## config.mk

```make
export PLATFORM = sky130hd
export DESIGN_NAME = multicycle_alu_flat
export DESIGN_NICKNAME = d
export VERILOG_FILES = /design/src/rtl/multicycle_alu_if.sv /design/src/rtl/multicycle_alu.sv /design/src/flat_wrapper.sv
export SDC_FILE = /design/constraint.sdc
export NUM_CORES = 1
export LEC_CHECK = 0
export BUFFER_PORTS_ARGS = -buffer_cell sky130_fd_sc_hd__buf_2
export CAP_MARGIN = 20
export CORE_ASPECT_RATIO = 1.25
export CORE_MARGIN = 8
export CORE_UTILIZATION = 25
export DETAILED_ROUTE_END_ITERATION = 6
export GPL_ROUTABILITY_DRIVEN = 0
export PLACE_DENSITY_LB_ADDON = 0.2
export SLEW_MARGIN = 0
export SYNTH_ARGS = -nofsm -noshare
export SYNTH_HDL_FRONTEND = slang
export SYNTH_SLANG_ARGS = --single-unit
```

## constraint.sdc

```tcl
create_clock -name clk -period 5.01 [get_ports clk]
set_input_delay 0.7515 -clock clk [delete_from_list [all_inputs] [get_ports clk]]
set_output_delay 0.7515 -clock clk [all_outputs]
set_load 0.01 [all_outputs]
```

## src/rtl/multicycle_alu_if.sv

```systemverilog
// Request/response bundle between the pipeline control and the execute-stage ALU.
// The master issues ops and watches the handshake; the slave is the ALU.
interface multicycle_alu_if #(
    parameter int WIDTH = 32
);
    logic             start;
    logic [3:0]       alucontrol;
    logic [WIDTH-1:0] a;
    logic [WIDTH-1:0] b;
    logic [WIDTH-1:0] result;
    logic             zero;
    logic             busy;
    logic             done;
    logic             illegal;

    modport master (
        output start, alucontrol, a, b,
        input  result, zero, busy, done, illegal
    );

    modport slave (
        input  start, alucontrol, a, b,
        output result, zero, busy, done, illegal
    );
endinterface

```

## src/rtl/multicycle_alu.sv

```systemverilog
// Execute-stage ALU: logic/add/sub/slt finish in one cycle, MUL and DIV iterate
// one bit per cycle behind a start/busy/done handshake.
module multicycle_alu #(
    parameter int WIDTH = 32
) (
    input  logic               clk,
    input  logic               reset,
    multicycle_alu_if.slave    bus
);
    localparam int CNT_W = $clog2(WIDTH) + 1;
    localparam logic [CNT_W-1:0] CNT_LOAD = CNT_W'(WIDTH);

    localparam logic [3:0] OP_AND = 4'b0000;
    localparam logic [3:0] OP_OR  = 4'b0001;
    localparam logic [3:0] OP_ADD = 4'b0010;
    localparam logic [3:0] OP_SUB = 4'b1010;
    localparam logic [3:0] OP_SLT = 4'b1011;
    localparam logic [3:0] OP_MUL = 4'b0100;
    localparam logic [3:0] OP_DIV = 4'b0101;

    typedef enum logic [1:0] {IDLE, CALC, DONE} state_t;

    function automatic logic [WIDTH-1:0] abs_val(input logic signed [WIDTH-1:0] x);
        return x[WIDTH-1] ? (~x + 1'b1) : x;
    endfunction

    function automatic logic [WIDTH-1:0] cond_neg(input logic [WIDTH-1:0] x, input logic neg);
        return neg ? (~x + 1'b1) : x;
    endfunction

    state_t           state_q, state_d;
    logic [CNT_W-1:0] count_q, count_d;
    logic [WIDTH-1:0] result_q, result_d;
    logic             zero_q, zero_d;
    logic             busy_q, busy_d;
    logic             done_q, done_d;
    logic             illegal_q, illegal_d;

    // Shared engine: acc is product accumulator / partial remainder,
    // x is multiplier / dividend-then-quotient, y is multiplicand / divisor.
    logic             mul_q, mul_d;
    logic             neg_q, neg_d;
    logic [WIDTH-1:0] acc_q, acc_d;
    logic [WIDTH-1:0] x_q, x_d;
    logic [WIDTH-1:0] y_q, y_d;

    logic signed [WIDTH-1:0] a_s, b_s;
    logic [WIDTH-1:0] acc_step, x_step, y_step, final_res, quick_res;
    logic [WIDTH:0]   rem_sh, diff;
    logic             quick;

    assign a_s = bus.a;
    assign b_s = bus.b;

    always_comb begin
        rem_sh = {acc_q, x_q[WIDTH-1]};
        diff   = rem_sh - {1'b0, y_q};
        if (mul_q) begin
            acc_step = acc_q + (x_q[0] ? y_q : '0);
            x_step   = x_q >> 1;
            y_step   = y_q << 1;
        end else if (!diff[WIDTH]) begin
            acc_step = diff[WIDTH-1:0];
            x_step   = {x_q[WIDTH-2:0], 1'b1};
            y_step   = y_q;
        end else begin
            acc_step = rem_sh[WIDTH-1:0];
            x_step   = {x_q[WIDTH-2:0], 1'b0};
            y_step   = y_q;
        end
        final_res = mul_q ? acc_step : cond_neg(x_step, neg_q);
    end

    always_comb begin
        state_d   = state_q;
        count_d   = count_q;
        result_d  = result_q;
        zero_d    = zero_q;
        done_d    = 1'b0;
        illegal_d = 1'b0;
        mul_d     = mul_q;
        neg_d     = neg_q;
        acc_d     = acc_q;
        x_d       = x_q;
        y_d       = y_q;
        quick     = 1'b0;
        quick_res = '0;
        case (state_q)
            IDLE: begin
                if (bus.start) begin
                    quick = 1'b1;
                    case (bus.alucontrol)
                        OP_AND: quick_res = bus.a & bus.b;
                        OP_OR:  quick_res = bus.a | bus.b;
                        OP_ADD: quick_res = bus.a + bus.b;
                        OP_SUB: quick_res = bus.a - bus.b;
                        OP_SLT: quick_res = {{(WIDTH-1){1'b0}}, (a_s < b_s)};
                        OP_MUL: begin
                            quick   = 1'b0;
                            mul_d   = 1'b1;
                            acc_d   = '0;
                            x_d     = bus.a;
                            y_d     = bus.b;
                            count_d = CNT_LOAD;
                            state_d = CALC;
                        end
                        OP_DIV: begin
                            if (bus.b == '0) begin
                                quick_res = '1;
                            end else begin
                                quick   = 1'b0;
                                mul_d   = 1'b0;
                                neg_d   = bus.a[WIDTH-1] ^ bus.b[WIDTH-1];
                                acc_d   = '0;
                                x_d     = abs_val(bus.a);
                                y_d     = abs_val(bus.b);
                                count_d = CNT_LOAD;
                                state_d = CALC;
                            end
                        end
                        default: illegal_d = 1'b1;
                    endcase
                    if (quick) begin
                        result_d = quick_res;
                        zero_d   = (quick_res == '0);
                        done_d   = 1'b1;
                        state_d  = DONE;
                    end
                end
            end
            CALC: begin
                acc_d   = acc_step;
                x_d     = x_step;
                y_d     = y_step;
                count_d = count_q - 1'b1;
                if (count_q == CNT_W'(1)) begin
                    result_d = final_res;
                    zero_d   = (final_res == '0);
                    done_d   = 1'b1;
                    state_d  = DONE;
                end
            end
            DONE:    state_d = IDLE;
            default: state_d = IDLE;
        endcase
        busy_d = (state_d != IDLE);
    end

    // Control and architectural outputs
    always_ff @(posedge clk) begin
        if (reset) begin
            state_q   <= IDLE;
            count_q   <= '0;
            result_q  <= '0;
            zero_q    <= 1'b1;
            busy_q    <= 1'b0;
            done_q    <= 1'b0;
            illegal_q <= 1'b0;
        end else begin
            state_q   <= state_d;
            count_q   <= count_d;
            result_q  <= result_d;
            zero_q    <= zero_d;
            busy_q    <= busy_d;
            done_q    <= done_d;
            illegal_q <= illegal_d;
        end
    end

    // Engine datapath; always reloaded before use, so no reset needed
    always_ff @(posedge clk) begin
        mul_q <= mul_d;
        neg_q <= neg_d;
        acc_q <= acc_d;
        x_q   <= x_d;
        y_q   <= y_d;
    end

    assign bus.result  = result_q;
    assign bus.zero    = zero_q;
    assign bus.busy    = busy_q;
    assign bus.done    = done_q;
    assign bus.illegal = illegal_q;
endmodule
```

## src/flat_wrapper.sv

```systemverilog
// flat-port wrapper written by rule: the top's interface ports become plain ports
module multicycle_alu_flat 
#(
    parameter int WIDTH = 32
)
  (clk, reset, bus_start, bus_alucontrol, bus_a, bus_b, bus_result, bus_zero, bus_busy, bus_done, bus_illegal);
  multicycle_alu_if #(.WIDTH(WIDTH)) bus_i ();
  input  logic clk;
  input  logic reset;
  input wire logic [$bits(bus_i.start)-1:0] bus_start;
  input wire logic [$bits(bus_i.alucontrol)-1:0] bus_alucontrol;
  input wire logic [$bits(bus_i.a)-1:0] bus_a;
  input wire logic [$bits(bus_i.b)-1:0] bus_b;
  output wire logic [$bits(bus_i.result)-1:0] bus_result;
  output wire logic [$bits(bus_i.zero)-1:0] bus_zero;
  output wire logic [$bits(bus_i.busy)-1:0] bus_busy;
  output wire logic [$bits(bus_i.done)-1:0] bus_done;
  output wire logic [$bits(bus_i.illegal)-1:0] bus_illegal;
  assign bus_i.start = bus_start;
  assign bus_i.alucontrol = bus_alucontrol;
  assign bus_i.a = bus_a;
  assign bus_i.b = bus_b;
  assign bus_result = bus_i.result;
  assign bus_zero = bus_i.zero;
  assign bus_busy = bus_i.busy;
  assign bus_done = bus_i.done;
  assign bus_illegal = bus_i.illegal;
  multicycle_alu #(.WIDTH(WIDTH)) u_core (.clk(clk), .reset(reset), .bus(bus_i));
endmodule
```

==> results.md, run 1 <==
- IO Pins: 107
- P_leak: 8.84 nW
- Hpwl dp: 60000 um
- Yosys cell types: 109
- Setup Viol. Count Final: 0
- Max Fclk: 0.209 GHz
- Hold_buf cts: 0
- Syn_nets: 2616
- CP required: 5.38 ns
- Number of synthesized register bits: 142
- Relative slew margins: 0.308
- CP Launch Type: flip-flop
- Vias: 18742
- TritonRoute pass-1 iters: 7
- Post-synth ARST share: 0
- Post-Synth Simple-Gate Area: 0.223
- Clock transition at path regs: 0.07 ns
- N_diodes: 0
- Via density: 5.33
- Core Box Area: 71800 um2
- Post-route clock skew: 0.0109 ns
- Sequential share of the synthesized area: 0.211
- Peak supply drop: 239 uV
- IO buf count: 106
- Root buffer cell: clkbuf_16
- FP Rows: 110
- Outcome: complete, no violations
- Area of the die: 81200 um2
- First-pass GRT wire length: 112000 um
- Total power: 0.00422 W
- Hold Crit Start: u_core.bus.result[7]
- WHS Path Cells: 2
- Critical Path Sink Type: flip-flop
- Worst skew pair latency: 0.44 ns
- Grt ovf: 0
- Layout cells sized above 1: 0.165
- RSZ-0062 raised after global routing: yes
- Worst Hold Class: reg -> reg
- Worst hold path endpoint: u_core.bus.result[7]
- DIE WIDTH: 257 um
- Most common cell after layout, fill and taps aside: nand2_1
- Initial DRC Count: 1180
- Synth Flop Type: edfxtp_1
- GRT Overall Usage: 0.176
- Initial antenna violation count: 2
- Antenna-violating nets left: 0
- Clock H-tree levels: 4
- Fin crit period: 4.78 ns
- Most frequent cells in the layout: 228 x nand2_1, 217 x a21oi_1, 209 x nor2_1
- Pwr/cell area: 196 nW/um2
- Register-to-register setup slack: 0.23 ns
- XOR/XNOR Fraction of Synth Area: 0.0644
- Final Core Density: 0.299
- Routed WL per cell: 21.1 um
- Final net count: 2789
- Max Root-Sink Buffers: 2
- Largest net degree at the start of global routing: 73
- Post-synthesis mux area share: 0.0266
- Largest family of logic cells by synthesized area: compound AO/OA/AOI/OAI gates
- Synth Area in Compound Gates: 0.292
- Worst setup path category: reg -> reg
- Period utilization: 0.954
- Cells after synthesis: 2377
- TritonCTS sink count: 142
- Post-synth EDFFs: 98
- Avg Inst Size Synth: 7.61 um2
- Total CTS buffers: 17
- Area Overhead vs Synth: 18.9%
- Worst EP arrival: 5.15 ns
- Total Neg Setup Slack: 0 ns
- Worst flop-to-flop path startpoint: u_core.y_q[0]
- Endpoints failing hold: 0
- Die height: 317 um
- Number of global-route vias before repair: 18591
- Netlist Area Pre-Place: 18100 um2
- Worst-margin pin slew: 1.04 ns
- # DRC: 0
- Critical-path maximum fanout: 4
- Slew Limit Fails: 0
- Reg-to-reg endpoint: u_core.bus.zero
- Ys Warns: 0
- Routed Wire Length: 74300 um
- Initial Util: 0.252
- Worst R2R Path Depth: 21
- CTS tree: yes
- Post-Synth Adder-Cell Area: 0.118
- Max cap viols: 0
-- cells in the mapped netlist (9+ instances only) --
library cell  instances  area share
o22ai_1              11      0.0038
a221oi_1             15      0.0073
a211oi_1             47       0.020
o21a_1               17      0.0071
o211ai_1             40       0.017
buf_1                12      0.0025
nor2b_1              23      0.0080
and3_1               28      0.0097
a21o_1               43       0.018
o21ai_1              11      0.0030
inv_1               155       0.032
nor2_1              210       0.044
o31ai_1              27       0.011
and2_1               43       0.015
nand2_1             228       0.047
a211o_1              12      0.0058
a2111oi_0             9      0.0044
a31oi_1              27      0.0093
a311oi_1             12      0.0058
o21bai_1             20      0.0083
nand2b_1             23      0.0080
ha_1                164        0.11
or4_1                11      0.0046
or3_1                18      0.0062
or2_2                12      0.0042
nor3_1               75       0.021
xnor2_1             107       0.052
buf_2                19      0.0053
edfxtp_1             98        0.16
a221o_1               9      0.0050
o21ai_0             154       0.043
nor4_1               20      0.0069
nor3b_1               9      0.0037
xor2_1               26       0.013
dfxtp_1              44       0.049
clkbuf_1             95       0.020
mux2i_1              39       0.022
a21oi_1             220       0.061
nand3_1              36       0.010
nand4_1              20      0.0069
o41ai_1              15      0.0073
-- where the power goes --
part	internal, W	switching, W	total, W
sequential	0.00131	0.0000520	0.00136
clock	0.000802	0.000571	0.00137
combinational	0.000567	0.000914	0.00148
total	0.00268	0.00154	0.00422
-- area by class of cell --
cell class | instances | area (um2)
Tap cell | 952 | 1190
Multi-Input combinational cell | 1943 | 13300
Sequential cell | 142 | 3820
Clock buffer | 19 | 475
Inverter | 158 | 593
Fill cell | 7820 | 50300
Timing Repair Buffer | 288 | 1960
Clock inverter | 13 | 150
-- what timing repair did --
item | in CTS | in global routing
setup buffers | 0 | 1
endpoints found under the setup margin | 4 | 7
gates resized for setup | 6 | 25
endpoints found under the hold margin | 0 | 0
cloned | 0 | 0
pin swaps | 0 | 9
-- kinds of logic (layout without fill, tap and decap cells) --
kind of cell / after synthesis / in the layout
AO/OA/AOI/OAI: 789 / 789
XOR/XNOR: 133 / 133
adder cells (fa/ha/maj): 168 / 168
buffers and inverters: 292 / 478
flip-flops: 142 / 142
multiplexers: 47 / 47
AND/OR/NAND/NOR: 806 / 806
-- flip-flops by register name, summed over array words and instances, names as in the netlist --
name and count:
u_core.y_q 32, u_core.neg_q 1, u_core.mul_q 1, u_core.count_q 6
u_core.bus.zero 1, u_core.x_q 32, u_core.bus.done 1, u_core.state_q 2
u_core.bus.busy 1, u_core.bus.illegal 1, u_core.bus.result 32, u_core.acc_q 32
-- worst max path at each step --
stage / depth (start not counted) / to / startpoint
final: 21 / u_core.bus.zero / u_core.y_q[0]
after global routing: 21 / u_core.bus.zero / u_core.y_q[0]
after CTS: 23 / u_core.bus.zero / u_core.y_q[0]
after detailed placement: 22 / u_core.bus.zero / u_core.y_q[0]
after global placement: 21 / u_core.bus.zero / u_core.y_q[0]
after floorplan: 23 / u_core.bus.zero / u_core.y_q[0]
-- stage by stage --
step                area, um2  hold WS (ns)  setup slack (ns)  cells
CTS                     21400         0.453           0.00660   3514
floorplan               18100         0.458             0.564   2377
global placement        20700         0.442            -0.108   3481
global route            21500         0.471           -0.0179   3515
detailed placement      20700         0.445            -0.160   3482
finish                  21500         0.450             0.230   3515
-- routing by layer --
metal,track usage,wire [um]
met3,0.0128,2240
met1,0.216,32200
met2,0.309,36000
met5,0,13
met4,0.0865,3910
-- worst max-delay path, stage by stage (launching register included) --
cell and delay, ns:
edfxtp_1 0.40, ha_2 0.22, fa_2 0.34, nand2b_4 0.17, a21oi_4 0.21, o31ai_4 0.11
a211o_1 0.30, a21oi_2 0.19, nor3_2 0.10, a21oi_2 0.15, ha_2 0.20, o211ai_1 0.19
buf_4 0.21, o41ai_4 0.29, xor2_1 0.18, mux2_2 0.18, o2111a_1 0.23, nand4_1 0.10
or4_4 0.46, nor4_4 0.18, nand4_1 0.15, o211ai_2 0.16
No activity file was read; power rests on OpenSTA's default activity.
==> run 2, diff against run 1 <==
- CORE_UTILIZATION: 25 -> 45
==> run 2 against run 1 <==
Net effect:
- combinational power down 5%
- critical path depth up 1
- via count up 0.82%
- first-iteration DRC count up 62%
- worst hold slack worse by 0.0029 ns
- non-clock buffer count down 67
- critical endpoint unchanged
- largest power group unchanged
==> results.md, run 2 (synthesis results as in run 1) <==
- Critical path's slowest cell: or4_4
- CP required: 5.37 ns (about the same)
- Die height: 240 um (-24%)
- Number of global-route vias before repair: 18274 (-1.7%)
- Most frequent cells in the layout: 228 x nand2_1, 216 x a21oi_1, 209 x nor2_1
- FP Rows: 82 (-25%)
- Worst setup path category: reg -> reg
- Clock transition at path regs: 0.06 ns (about the same)
- IO buf count: 106 (unchanged)
- Max Fclk: 0.207 GHz (-0.81%)
- DIE WIDTH: 195 um (-24%)
- N_diodes: 0 (unchanged)
- Worst Hold Class: reg -> reg
- First-pass GRT wire length: 101000 um (-10%)
- Peak supply drop: 199 uV (-17%)
- Place WS: 0.0430 ns (+0.203 ns)
- Worst skew pair latency: 0.44 ns (about the same)
- Endpoints failing hold: 0 (unchanged)
- Clock H-tree levels: 4 (unchanged)
- Relative slew margins: 0.236 (-0.0726)
- Hpwl dp: 51200 um (-15%)
- Initial DRC Count: 1914 (+62%)
- Max Root-Sink Buffers: 2 (unchanged)
- TritonRoute pass-1 iters: 5 (-2)
- Largest net degree at the start of global routing: 66 (-9.6%)
- Area of the die: 46900 um2 (-42%)
- Initial antenna violation count: 1 (-1)
- CTS tree: yes
- Root buffer cell: clkbuf_16
- Max cap viols: 0 (unchanged)
- Most common cell after layout, fill and taps aside: nand2_1
- Most common cell on crit path: a21oi_2
- Slew Limit Fails: 0 (unchanged)
- Pwr/cell area: 201 nW/um2 (+2.3%)
- Final non-filler cell area: 20300 um2 (-5.5%)
- Hold_buf cts: 0 (unchanged)
- Outcome: complete, no violations
- Final net count: 2722 (-2.4%)
- Crit-path cells: ha_1 -> fa_1 -> nand2b_1 -> a21oi_2 -> o31ai_2 -> a211o_1 -> a21oi_2 -> nor3_2 -> a21oi_2 -> ha_2 -> inv_1 -> o31ai_2 -> xnor2_1 -> mux2i_1 -> nand3_1 -> a211oi_2 -> o2111a_1 -> nand4_1 -> or4_4 -> nor4_4 -> nand4_1 -> o211ai_2
- Initial Util: 0.453 (+0.201)
- Vias: 18896 (+0.82%)
- Total CTS buffers: 17 (unchanged)
- TritonCTS sink count: 142 (unchanged)
- Grt ovf: 0 (unchanged)
- Worst EP arrival: 5.18 ns (+0.03 ns)
- Cell Area, Placed: 19600 um2 (-5.3%)
- Post-route clock skew: 0.0127 ns (+0.00188 ns)
- Routed WL per cell: 21.7 um (+2.6%)
- Routed Wire Length: 65000 um (-12%)
- Post-route setup slack: 0.190 ns (-0.0392 ns)
- CP Launch Type: flip-flop
- Period utilization: 0.962 (+0.00783)
- CP peak stage delay: 0.45 ns (about the same)
- Antenna-violating nets left: 0 (unchanged)
- Critical Path Sink Type: flip-flop
- P_leak: 8.47 nW (-4.1%)
- Setup Viol. Count Final: 0 (unchanged)
- Core Box Area: 39900 um2 (-44%)
- Critical-path maximum fanout: 3 (-1)
- Fin crit period: 4.82 ns (+0.0392 ns)
- IO Pins: 107 (unchanged)
- # DRC: 0 (unchanged)
- GRT Overall Usage: 0.268 (+0.0926)
- Layout cells sized above 1: 0.137 (-0.0272)
- Worst-margin pin slew: 1.14 ns (+0.109 ns)
- Area Overhead vs Synth: 12.4%
- Via density: 6.30 (+18%)
==> run 2: cell count changes in the layout (fill, tap and decap cells not counted), sizes merged <==
cell	previous run	this run
buf	288	221
clkbuf	19	20
clkinvlp	3	1
inv	163	164
==> run 2: final timing paths <==
kind	slack (ns)	cells after the start	start	endpoint
worst max-delay path	0.19	22	u_core.y_q[0]	u_core.bus.zero
worst max register to register	0.19	22	u_core.y_q[0]	u_core.bus.zero
worst min-delay path	0.45	2	u_core.bus.result[7]	u_core.bus.result[7]
worst min register to register	0.45	2	u_core.bus.result[7]	u_core.bus.result[7]
==> run 2: repair_timing <==
item                       CTS  global route
pin swaps                    0             5
gates resized for setup      1            18
setup buffers                0             3
setup endpoints to repair    1             6
==> run 2: per-layer routing <==
layer,routed length [um],track usage
met5,13,0
met4,3230,0.140
met3,4230,0.0307
met2,30600,0.450
met1,27000,0.336
==> run 2: where the power goes <==
group          switching (W)  internal [W]
Sequential         0.0000506       0.00131
Combinational       0.000878      0.000532
Clock               0.000537      0.000765
Total                0.00147       0.00261
==> run 2: area by class of cell <==
cell class | instances | area (um2)
Inverter | 158 | 593
Sequential cell | 142 | 3820
Multi-Input combinational cell | 1943 | 13200
Clock inverter | 12 | 129
Timing Repair Buffer | 221 | 1460
Fill cell | 3862 | 19600
Tap cell | 504 | 631
Clock buffer | 20 | 458
==> run 2: worst max-delay path: cells and delay by family (launching register included) <==
kind	cells	cell delay, ns
buf+inv	1	0.06
simple gates	7	1.37
compound gates	9	1.78
mux	1	0.21
xor+xnor	1	0.09
fa+ha+maj	3	0.83
flops	1	0.40
==> run 2: through the flow <==
step	instances	TNS, ns	hold slack (ns)	utilization	power, W
after floorplan	2377	0	0.458	-	0.00227
after global routing	3000	-0.0551	0.462	0.509	0.00425
after global placement	2965	0	0.439	0.492	0.00273
final	3000	0	0.448	0.509	0.00408
after CTS	2997	0	0.448	0.506	0.00405
after detailed placement	2965	0	0.442	0.492	0.00275
